## config.mk

```make
export PLATFORM = sky130hd
export DESIGN_NAME = ctrl_pipe
export DESIGN_NICKNAME = d
export VERILOG_FILES = /design/src/rtl/ctrl_pipe.sv
export SDC_FILE = /design/constraint.sdc
export NUM_CORES = 1
export LEC_CHECK = 0
export BUFFER_PORTS_ARGS = -buffer_cell sky130_fd_sc_hd__buf_2
export CORE_UTILIZATION = 45
export CTS_CLUSTER_SIZE = 12
export DETAILED_ROUTE_END_ITERATION = 8
export PLACE_DENSITY = 0.72
export SYNTH_ARGS = -nofsm -noshare
export SYNTH_HDL_FRONTEND = slang
export SYNTH_SLANG_ARGS = --single-unit
```

## constraint.sdc

```tcl
create_clock -name clk -period 2.4 [get_ports clk]
set_input_delay 0.12 -clock clk [delete_from_list [all_inputs] [get_ports clk]]
set_output_delay 0.12 -clock clk [all_outputs]
set_load 0.05 [all_outputs]
```

## src/rtl/ctrl_pipe.sv

```systemverilog
// ctrl_pipe: control-payload pipeline after decode with per-stage
// stall/flush, bubble-event counter and sticky illegal-stall flag.
module ctrl_pipe #(
  parameter int W         = 16,
  parameter int STAGES    = 3,
  parameter int LAST_HOLD = 0
) (
  input  logic                  clk,
  input  logic                  rst,
  input  logic [W-1:0]          in_data,
  input  logic                  in_valid,
  input  logic [STAGES-1:0]     stall,
  input  logic [STAGES-1:0]     flush,
  input  logic                  flush_all,
  input  logic                  cnt_clr,
  output logic [STAGES*W-1:0]   stage_data,
  output logic [STAGES-1:0]     stage_valid,
  output logic [15:0]           bubble_cnt,
  output logic                  stall_err
);

  logic [STAGES-1:0][W-1:0] data_q, data_d, up_data;
  logic [STAGES-1:0]        valid_q, valid_d, up_valid;
  logic [STAGES-1:0]        up_stall, es, bub;
  logic [15:0]              cnt_q, cnt_d;
  logic                     err_q, err_d;

  always_comb begin
    es = stall;
    if (LAST_HOLD == 0) es[STAGES-1] = 1'b0;
  end

  // Stage 0 is fed from decode; bubbles always carry a zero payload.
  always_comb begin
    up_data     = '0;
    up_valid    = '0;
    up_stall    = '0;
    up_data[0]  = in_valid ? in_data : '0;
    up_valid[0] = in_valid;
    for (int k = 1; k < STAGES; k++) begin
      up_data[k]  = data_q[k-1];
      up_valid[k] = valid_q[k-1];
      up_stall[k] = es[k-1];
    end
  end

  always_comb begin
    data_d  = data_q;
    valid_d = valid_q;
    bub     = '0;
    for (int k = 0; k < STAGES; k++) begin
      if (flush_all || flush[k]) begin
        data_d[k]  = '0;
        valid_d[k] = 1'b0;
      end else if (es[k]) begin
        data_d[k]  = data_q[k];
        valid_d[k] = valid_q[k];
      end else if (up_stall[k]) begin
        data_d[k]  = '0;
        valid_d[k] = 1'b0;
        bub[k]     = 1'b1;
      end else begin
        data_d[k]  = up_data[k];
        valid_d[k] = up_valid[k];
      end
    end
  end

  // A stalled stage behind an advancing valid stage loses that instruction.
  always_comb begin
    err_d = err_q;
    for (int k = 1; k < STAGES; k++) begin
      if (es[k] && !es[k-1] && valid_q[k-1] &&
          !flush_all && !flush[k-1])
        err_d = 1'b1;
    end
  end

  always_comb begin
    cnt_d = cnt_q;
    if (cnt_clr)
      cnt_d = '0;
    else if ((|bub) && (cnt_q != 16'hFFFF))
      cnt_d = cnt_q + 16'd1;
  end

  always_ff @(posedge clk or posedge rst) begin
    if (rst) begin
      data_q  <= '0;
      valid_q <= '0;
      cnt_q   <= '0;
      err_q   <= 1'b0;
    end else begin
      data_q  <= data_d;
      valid_q <= valid_d;
      cnt_q   <= cnt_d;
      err_q   <= err_d;
    end
  end

  assign stage_data  = data_q;
  assign stage_valid = valid_q;
  assign bubble_cnt  = cnt_q;
  assign stall_err   = err_q;

endmodule

```

==> reports/metrics.yaml <==
status: "finished, final reports clean"
drcViolationCount: 0
regArea_um2: 1700
via_count: 2434
gp_congestion: 0.832
whs_ns: 0.0125
synth_cell_types: 39
drv_cap: 0
reg2reg_slack_ns: 0.56
drt_pass1_iterations: 4
rsz0062_at_grt: "false"
crit_type: "register to register"
slew_headroom: 0.503
tightestPinTransition_ns: 0.745
ant_nets: 0
dieArea_um2: 6800
grt_pass1_wl_um: 10700
vdd_drop_max_mv: 0.435
core_area_um2: 6100
grt_pass1_vias: 2119
hold_end: "stage_data[15]$_DFFE_PP0P_"
fin_tns_setup_ns: 0
netlist_top_cells_area: "dfrtp_1, a21oi_1, a22o_1"
ys_top_cells_by_count: "dfrtp_1, a21oi_1, nor2_1"
antenna_found_initial: 0
drtIter0Drc: 190
grt_max_degree: 36
cp_cell_sequence: "ha_1 -> nand4_1 -> nor4_2 -> buf_4 -> or4_1 -> a21oi_1"
multi_input_area_um2: 1110
cp-startpoint: "bubble_cnt[0]$_DFFE_PP0P_"
ys.flop_type: "dfrtp_1"
post_cts_buffers: 0
syn_nets: 286
clock_latency_ns: 0.34
required_ns: 2.66
hold_class: "primary input to register"
critPathLaunchType: "register"
wirelength_um: 6970
h-tree-depth: 3
synth_most_common_cell: "dfrtp_1"
numClockSinks: 68
dp_cells: 416
diodes: 0
crit_family: "simple AND/OR/NAND/NOR gates"
yosysTopAreaCell: "dfrtp_1"
cts_buffers: 9
clock_path_buffers: 2
post_cts_resized: 0
critPathMaxStageDelay_ns: 0.50
final_util: 0.621
area_growth_pct: 29.9
worstPathMaxFanout: 17
crit_slowest_cell: "or4_1"
path_clk_slew_ns: 0.07
tritoncts: "built"
total_power_w: 0.00227
num-fill-cells: 513
setup_viol: 0
hpwl_um: 4660
synth.ff_latch_count: 68
skew_ns: 0.00477
avgSynthCellArea_um2: 11.3
syn_area_um2: 2920
avgViaCountPerCell: 5.46
cp.arrival_ns: 2.11
core.rowCount: 28
synth_cells: 258
reg2reg_from: "bubble_cnt[0]$_DFFE_PP0P_"
async_flop_share: 1.00
maxSlewViolCount: 0
reg2regPathDepth: 6
die_h_um: 82.5
cts_hold_buffers: 14
initial_core_util: 0.478
timing.final.crit_period_ns: 1.84
cp-end-kind: "register"
reg2reg_to: "bubble_cnt[13]$_DFFE_PP0P_"
grt_usage: 0.219
yosysWarnings: 0
cp_num_buf_inv: 1
overflow: 0
cts_root_buf: "clkbuf_8"
hold_viol: 0
port_buffers: 93
fin_cells: 446
period_share: 0.768
wl_per_cell_um: 15.6
die_x_um: 82.5
p_leak_nw: 1.91
fmax_ghz: 0.542
synth_edf_count: 0
drive_gt1_frac: 0.337
yosysSeqAreaShare: 0.584
power.density_nw_per_um2: 600
num-nets-final: 394
hp-start: "in_data[15]"
pin_count: 95
holdPathStages: 2
synth_top_area_frac: 0.584
area by class of cell:
class	instances	share of cell area
clock inverter	6	0.0172
timing repair buffer	114	0.177
inverter	4	0.00396
clock buffer	10	0.0337
multi-input combinational	169	0.294
tap	75	0.0248
sequential	68	0.449
logic make-up (layout without fill, tap and decap cells):
family          count (synthesis)  after routing  synth area share
mux                             1              1           0.00386
fa+ha+maj                       1              1           0.00429
flops                          68             68             0.584
buf+inv                        21            134            0.0360
compound gates                 68             68             0.154
simple gates                   99             99             0.218
per-stage QoR:
stage / cell area, um^2 / setup WS [ns]
global route: 3790 / 0.464
finish: 3790 / 0.556
global placement: 3450 / 0.616
floorplan: 2920 / 0.357
detailed placement: 3450 / 0.544
CTS: 3790 / 0.562
per-layer routing:
layer  global-route usage  routed length, um
met2                0.299               3180
met5                    0                  0
met3               0.0440                334
met4                0.122                148
met1                0.322               3300
registers in the layout (all words and copies together) (netlist names):
register / cells
stage_data: 48
stage_valid: 3
bubble_cnt: 16
stall_err: 1
where the power goes:
part | total (W) | internal, W | switching [W]
Sequential | 0.00117 | 0.00116 | 0.00000987
Clock | 0.000926 | 0.000480 | 0.000446
Combinational | 0.000179 | 0.0000604 | 0.000118
Total | 0.00227 | 0.00170 | 0.000575
worst reg2reg max path, stage by stage, from the launching register on:
cell,delay (ns)
dfrtp_1,0.43
ha_1,0.26
nand4_1,0.17
nor4_2,0.07
buf_4,0.18
or4_1,0.51
a21oi_1,0.16
how the worst max path moves through the flow:
stage	slack (ns)	depth (start not counted)	to
6_report	0.56	6	bubble_cnt[13]$_DFFE_PP0P_
5_1_grt	0.46	6	bubble_cnt[13]$_DFFE_PP0P_
4_1_cts	0.56	6	bubble_cnt[13]$_DFFE_PP0P_
3_5_place_dp	0.54	5	bubble_cnt[13]$_DFFE_PP0P_
3_3_place_gp	0.62	5	bubble_cnt[9]$_DFFE_PP0P_
2_1_floorplan	0.36	6	bubble_cnt[1]$_DFFE_PP0P_
layout by cell type, fill, tap and decap left out, types with 2 or more instances in the layout:
| cell type | netlist | routed |
|---|---|---|
| a22o_1 | 16 | 16 |
| buf_4 | 0 | 6 |
| nor4_1 | 2 | 2 |
| o2111ai_1 | 2 | 2 |
| nor2_1 | 20 | 20 |
| dfrtp_1 | 68 | 68 |
| nor3_1 | 4 | 4 |
| clkbuf_8 | 0 | 9 |
| or2_2 | 2 | 2 |
| nand4_1 | 6 | 6 |
| clkinv_2 | 0 | 2 |
| and4_1 | 4 | 4 |
| o31ai_1 | 7 | 7 |
| nand3_1 | 6 | 6 |
| o21ai_0 | 7 | 7 |
| nand2_1 | 3 | 3 |
| and2_1 | 17 | 17 |
| dlygate4sd3_1 | 0 | 14 |
| a21oi_1 | 28 | 28 |
| clkinv_4 | 0 | 2 |
| nor3b_1 | 17 | 16 |
| or3_1 | 5 | 5 |
| a21o_1 | 2 | 2 |
| inv_1 | 4 | 3 |
| or4_1 | 6 | 6 |
| buf_2 | 3 | 93 |
Note: power is estimated with default switching activity, not from simulation.
